## src/rtl/if_fetch_unit_if.sv

```systemverilog
`default_nettype none
// ============================================================================
// Module   : if_fetch_unit_if
// Purpose  : Instruction-memory request/response bundle for the fetch stage.
// Revision : 1.0  initial release
// ============================================================================
interface if_fetch_unit_if;
    logic        imem_req;
    logic [31:0] imem_addr;
    logic        imem_ack;
    logic [31:0] imem_rdata;

    modport master (
        output imem_req,
        output imem_addr,
        input  imem_ack,
        input  imem_rdata
    );

    modport slave (
        input  imem_req,
        input  imem_addr,
        output imem_ack,
        output imem_rdata
    );
endinterface
`default_nettype wire

```

## src/rtl/if_fetch_unit.sv

```systemverilog
`default_nettype none
// ============================================================================
// Module   : if_fetch_unit
// Purpose  : IF stage with skid buffer, redirect handling and response drop.
// Revision : 1.0  initial release
// ============================================================================
module if_fetch_unit #(
    parameter logic [31:0] RESET_PC = 32'h0000_0000
) (
    input  logic                   clk,
    input  logic                   rst,
    input  logic                   if_rst,
    input  logic                   if_en,
    input  logic [2:0]             pc_src,
    input  logic [31:0]            fwd_rs_data,
    if_fetch_unit_if.master        imem,
    output logic [31:0]            inst_id,
    output logic [31:0]            pc_id,
    output logic                   if_valid,
    output logic                   fetch_stall
);
    localparam logic [1:0] S_FETCH = 2'd0;
    localparam logic [1:0] S_HOLD  = 2'd1;
    localparam logic [1:0] S_DROP  = 2'd2;

    localparam logic [2:0] C_PC_JUMP     = 3'd1;
    localparam logic [2:0] C_PC_BRANCH   = 3'd2;
    localparam logic [2:0] C_PC_FWD_DATA = 3'd3;

    logic [1:0]  r_state;
    logic [31:0] r_pc;
    logic [31:0] r_drop_addr;
    logic [31:0] r_inst_id;
    logic [31:0] r_pc_id;
    logic        r_if_valid;
    logic [31:0] r_skid_inst;
    logic [31:0] r_skid_pc;

    logic        w_redirect;
    logic [31:0] w_target;
    logic [31:0] w_pc_plus4;
    logic [31:0] w_pc_id_plus4;
    logic [31:0] w_br_off;

    assign w_pc_plus4    = r_pc + 32'd4;
    assign w_pc_id_plus4 = r_pc_id + 32'd4;
    assign w_br_off      = {{14{r_inst_id[15]}}, r_inst_id[15:0], 2'b00};

    // Redirects are only honoured for a live instruction that ID is consuming.
    assign w_redirect = if_en && r_if_valid &&
                        ((pc_src == C_PC_JUMP) || (pc_src == C_PC_BRANCH) ||
                         (pc_src == C_PC_FWD_DATA));

    always_comb begin
        w_target = w_pc_plus4;
        case (pc_src)
            C_PC_JUMP:     w_target = {w_pc_id_plus4[31:28], r_inst_id[25:0], 2'b00};
            C_PC_BRANCH:   w_target = w_pc_id_plus4 + w_br_off;
            C_PC_FWD_DATA: w_target = {fwd_rs_data[31:2], 2'b00};
            default:       w_target = w_pc_plus4;
        endcase
    end

    assign imem.imem_req  = !rst && ((r_state == S_FETCH) || (r_state == S_DROP));
    assign imem.imem_addr = (r_state == S_DROP) ? r_drop_addr : r_pc;
    assign fetch_stall    = (r_state == S_FETCH) && imem.imem_req && !imem.imem_ack;

    assign inst_id  = r_inst_id;
    assign pc_id    = r_pc_id;
    assign if_valid = r_if_valid;

    always_ff @(posedge clk) begin
        if (rst) begin
            r_state     <= S_FETCH;
            r_pc        <= RESET_PC;
            r_drop_addr <= 32'd0;
            r_inst_id   <= 32'd0;
            r_pc_id     <= 32'd0;
            r_if_valid  <= 1'b0;
            r_skid_inst <= 32'd0;
            r_skid_pc   <= 32'd0;
        end else if (if_rst) begin
            r_pc        <= RESET_PC;
            r_inst_id   <= 32'd0;
            r_pc_id     <= 32'd0;
            r_if_valid  <= 1'b0;
            r_skid_inst <= 32'd0;
            r_skid_pc   <= 32'd0;
            // An unanswered request must still be drained before fetching again.
            if ((r_state != S_HOLD) && !imem.imem_ack) begin
                r_state <= S_DROP;
                if (r_state == S_FETCH)
                    r_drop_addr <= r_pc;
            end else begin
                r_state <= S_FETCH;
            end
        end else begin
            case (r_state)
                S_FETCH: begin
                    if (w_redirect) begin
                        r_pc       <= w_target;
                        r_if_valid <= 1'b0;
                        if (!imem.imem_ack) begin
                            r_drop_addr <= r_pc;
                            r_state     <= S_DROP;
                        end
                    end else if (imem.imem_ack) begin
                        r_pc <= w_pc_plus4;
                        if (if_en) begin
                            r_inst_id  <= imem.imem_rdata;
                            r_pc_id    <= r_pc;
                            r_if_valid <= 1'b1;
                        end else begin
                            r_skid_inst <= imem.imem_rdata;
                            r_skid_pc   <= r_pc;
                            r_state     <= S_HOLD;
                        end
                    end else if (if_en) begin
                        r_if_valid <= 1'b0;
                    end
                end
                S_HOLD: begin
                    if (w_redirect) begin
                        r_pc       <= w_target;
                        r_if_valid <= 1'b0;
                        r_state    <= S_FETCH;
                    end else if (if_en) begin
                        r_inst_id  <= r_skid_inst;
                        r_pc_id    <= r_skid_pc;
                        r_if_valid <= 1'b1;
                        r_state    <= S_FETCH;
                    end
                end
                S_DROP: begin
                    r_if_valid <= 1'b0;
                    if (imem.imem_ack)
                        r_state <= S_FETCH;
                end
                default: r_state <= S_FETCH;
            endcase
        end
    end
endmodule
`default_nettype wire

```

## src/flat_wrapper.sv

```systemverilog
// flat-port wrapper written by rule: the top's interface ports become plain ports
module if_fetch_unit_flat 
#(
    parameter logic [31:0] RESET_PC = 32'h0000_0000
)
  (clk, rst, if_rst, if_en, pc_src, fwd_rs_data, inst_id, pc_id, if_valid, fetch_stall, imem_imem_req, imem_imem_addr, imem_imem_ack, imem_imem_rdata);
  if_fetch_unit_if imem_i ();
  input  logic clk;
  input  logic rst;
  input  logic if_rst;
  input  logic if_en;
  input  logic [2:0] pc_src;
  input  logic [31:0] fwd_rs_data;
  output logic [31:0] inst_id;
  output logic [31:0] pc_id;
  output logic if_valid;
  output logic fetch_stall;
  output wire logic [$bits(imem_i.imem_req)-1:0] imem_imem_req;
  output wire logic [$bits(imem_i.imem_addr)-1:0] imem_imem_addr;
  input wire logic [$bits(imem_i.imem_ack)-1:0] imem_imem_ack;
  input wire logic [$bits(imem_i.imem_rdata)-1:0] imem_imem_rdata;
  assign imem_imem_req = imem_i.imem_req;
  assign imem_imem_addr = imem_i.imem_addr;
  assign imem_i.imem_ack = imem_imem_ack;
  assign imem_i.imem_rdata = imem_imem_rdata;
  if_fetch_unit #(.RESET_PC(RESET_PC)) u_core (.clk(clk), .rst(rst), .if_rst(if_rst), .if_en(if_en), .pc_src(pc_src), .fwd_rs_data(fwd_rs_data), .imem(imem_i), .inst_id(inst_id), .pc_id(pc_id), .if_valid(if_valid), .fetch_stall(fetch_stall));
endmodule
```

## config.mk

```make
export PLATFORM = sky130hd
export DESIGN_NAME = if_fetch_unit_flat
export DESIGN_NICKNAME = d
export VERILOG_FILES = /design/src/rtl/if_fetch_unit_if.sv /design/src/rtl/if_fetch_unit.sv /design/src/flat_wrapper.sv
export SDC_FILE = /design/constraint.sdc
export NUM_CORES = 1
export LEC_CHECK = 0
export CAP_MARGIN = 5
export CORE_UTILIZATION = 55
export DETAILED_ROUTE_END_ITERATION = 8
export PLACE_DENSITY = 0.81
export SLEW_MARGIN = 20
export SYNTH_ARGS = -nofsm -noshare
export SYNTH_HDL_FRONTEND = slang
export SYNTH_SLANG_ARGS = --single-unit
```

## constraint.sdc

```tcl
create_clock -name clk -period 8.7 [get_ports clk]
set_clock_uncertainty 0.15 [all_clocks]
set_input_delay 1.305 -clock clk [delete_from_list [all_inputs] [get_ports clk]]
set_output_delay 1.305 -clock clk [all_outputs]
set_load 0.02 [all_outputs]
```

==> impl_metrics.tcl <==
set metrics [dict create \
    outcome "completed" \
    rsz0062_at_grt "false" \
    grt_pass1_wl_um 58880 \
    cts.root.buffer_cell "clkbuf_16" \
    fillCellCount 1707 \
    p_per_area_nw_per_um2 153.4 \
    place_area_um2 13240 \
    clock_latency_ps 440 \
    min_from "u_core.r_drop_addr[19]" \
    grt_usage 0.3501 \
    fin_setup_tns_ps 0 \
    min_path_cells 2 \
    die-area_um2 21490 \
    synth-seq-area-share 0.3395 \
    cp.arrival_ps 4770 \
    fin_area_um2 13850 \
    die_h_um 146.6 \
    ys_ff_latch 195 \
    io-pin-count 171 \
    hp-class "reg2reg" \
    critPathKind "in2reg" \
    wl_um 37780 \
    cts.clk_slew.worst_paths_ps 70 \
    hold-worst-slack_ps 305.0 \
    synth-edff-count 0 \
    cts_resized 0 \
    whs_endpoint "u_core.r_drop_addr[19]" \
    vias 11802 \
    place_congestion 0.9453 \
    clockBufferDepth 2 \
    max_stage_delay_ps 760 \
    reg2reg_depth 12 \
    port_buffers 168 \
    hold_buffers 0 \
    cp_slowest_cell "clkdlybuf4s50_1" \
    end_kind "flip-flop" \
    first_global_vias 10748 \
    crit_required_ps 8820 \
    drive_gt1_frac 0.06608 \
    synth_cells 1489 \
    antenna_found_initial 0 \
    maxSlewHeadroom 0.2971 \
    area_growth_pct 20.44 \
    leakage_nw 4.710 \
    overflow 0 \
    period_minus_slack_ps 4655 \
    synth_area_leaders "dfxtp_1 34%, nand2_1 8.6%, a21oi_1 7.8%" \
    ys_warn_count 0 \
    synth_top_cell_area_share 0.3395 \
    r2r-end "u_core.r_pc[31]" \
    dp.cells 1828 \
    finalNonFillerCells 1859 \
    setup_viol 0 \
    wl_per_cell_um 20.32 \
    cts_made_buffers 17 \
    core_um2 20360 \
    dp_hpwl_um 26960 \
    clock-sinks 195 \
    report.final.slew_viol_count 0 \
    start_kind "primary input" \
    crit_fanout 24 \
    fin_nets 1690 \
    viasPerCell 6.349 \
    htree_num_levels 4 \
    rows 52 \
    crit_buf_inv 2 \
    cap_violations 0 \
    fmax_mhz 214.8 \
    final_core_util 0.6801 \
    irDropWorstVdd_uv 135.3 \
    drc 0 \
    start_util 0.5647 \
    die_w_um 146.6 \
    cp_top_family "compound AO/OA/AOI/OAI gates" \
    r2r_start "u_core.pc_id[6]" \
    yosysUniqueCellTypes 77 \
    grt_max_degree 78 \
    num_antenna_cells 0 \
    drt_iter0_drc 1367 \
    postCtsSetupBuffers 0 \
    drt_first_pass_iters 8 \
    hold_violations 0 \
    ant_nets 0 \
    cts_tree "yes" \
    syn_area_um2 11500 \
    synth-main-ff-cell "dfxtp_1" \
    worstPathCellList "clkdlybuf4s50_1 -> o21bai_1 -> nor2_1 -> o22a_1 -> buf_4 -> nand2_1 -> a221o_1 -> a31oi_1 -> a2111oi_0" \
    async_flop_share 0 \
    finalCritPeriodShare 0.5350 \
    r2r_setup_slack_ps 4310 \
    synth_fp_nets 1602 \
    worstMarginPinSlew_ps 1050 \
    synth_top_area_cell "dfxtp_1" \
    syn_area_per_cell_um2 7.723 \
]
[how the worst max path moves through the flow]
stage,startpoint,endpoint,slack (ps),cells past startpoint
2_1_floorplan,u_core.pc_id[4],u_core.r_pc[31],5090,15
4_1_cts,pc_src[0],u_core.r_pc[19],4280,9
6_report,pc_src[0],u_core.r_pc[19],4050,9
3_3_place_gp,pc_src[0],u_core.r_pc[19],3880,9
3_5_place_dp,pc_src[0],u_core.r_pc[23],3820,9
5_1_grt,pc_src[0],u_core.r_pc[23],3830,9
[kinds of logic after synthesis]
kind of cell,synth area share
AND/OR/NAND/NOR,0.2147
AO/OA/AOI/OAI,0.2349
flip-flops,0.3395
buffers and inverters,0.04679
multiplexers,0.08769
XOR/XNOR,0.03123
adder cells (fa/ha/maj),0.04526
[worst reg2reg max path, cell delays in order (launching register included)]
cell,delay [ps]
dfxtp_1,540
and4_1,320
nand3_1,160
nor3_1,260
xor2_1,210
ha_1,320
a21oi_1,240
inv_1,70
o31ai_1,730
a31oi_1,350
o311a_1,440
a211o_1,280
a31o_1,210
[cells in the mapped netlist (5+ instances only)]
library cell and instances:
nand2_1 265, dfxtp_1 195, a21oi_1 179, nor2_1 130, clkbuf_1 91, a211oi_1 75
mux2i_1 67, o21ai_0 60, nand3_1 43, ha_1 40, mux2_2 30, nor3_1 25
xnor2_1 24, inv_1 22, nand4_1 22, a221oi_1 18, xor2_1 17, buf_2 14
a31oi_1 13, a21o_1 11, o211ai_1 10, and3_1 8, nand2b_1 8, a221o_1 7
and2_1 7, buf_1 7, a22oi_1 6, nor2b_1 6, o21a_1 6, and4_1 5
[routing by layer]
metal,track usage,share of wire,vias up
met5,0,0,-
li1,-,-,5526
met3,0.07875,0.082,132
met4,0.1531,0.042,0
met2,0.5711,0.47,551
met1,0.4411,0.41,5593
[sequential cells by signal, indices dropped and copies added, names as in the netlist]
| signal | cells |
|---|---|
| u_core.inst_id | 32 |
| u_core.pc_id | 32 |
| u_core.r_drop_addr | 32 |
| u_core.r_pc | 32 |
| u_core.r_skid_inst | 32 |
| u_core.r_skid_pc | 32 |
| u_core.r_state | 2 |
| u_core.if_valid | 1 |
[area by class of cell]
type	count	area, um^2	share of cell area
Clock inverter	12	168.9	0.01220
Clock buffer	19	442.9	0.03198
Sequential cell	195	3904	0.2818
Multi-Input combinational cell	1157	7113	0.5135
Timing Repair Buffer	184	1802	0.1301
Inverter	22	82.58	0.005962
Tap cell	270	337.8	0.02439
[metrics by stage]
step | power (mW) | setup slack [ps]
finish | 2.125 | 4045
global route | 2.197 | 3834
CTS | 2.124 | 4276
detailed placement | 1.306 | 3825
global placement | 1.300 | 3877
floorplan | 1.170 | 5085
[placed cells by master (no fill, tap or decap), types with 13 or more instances in the layout]
cell               n
a211oi_1          75
a21oi_1          179
a221oi_1          17
a31oi_1           13
buf_4             16
clkbuf_16         17
clkdlybuf4s50_1  168
dfxtp_1          195
ha_1              39
inv_1             22
mux2_2            30
mux2i_1           67
nand2_1          265
nand3_1           42
nand4_1           22
nor2_1           129
nor3_1            25
o21ai_0           60
xnor2_1           24
xor2_1            17
[power by group]
group / internal (mW) / switching (mW) / leakage (nW)
Combinational: 0.135 / 0.215 / 2.84
Clock: 0.444 / 0.388 / 0.296
Sequential: 0.911 / 0.0319 / 1.58
Total: 1.49 / 0.635 / 4.71
No activity file was read; power rests on OpenSTA's default activity.
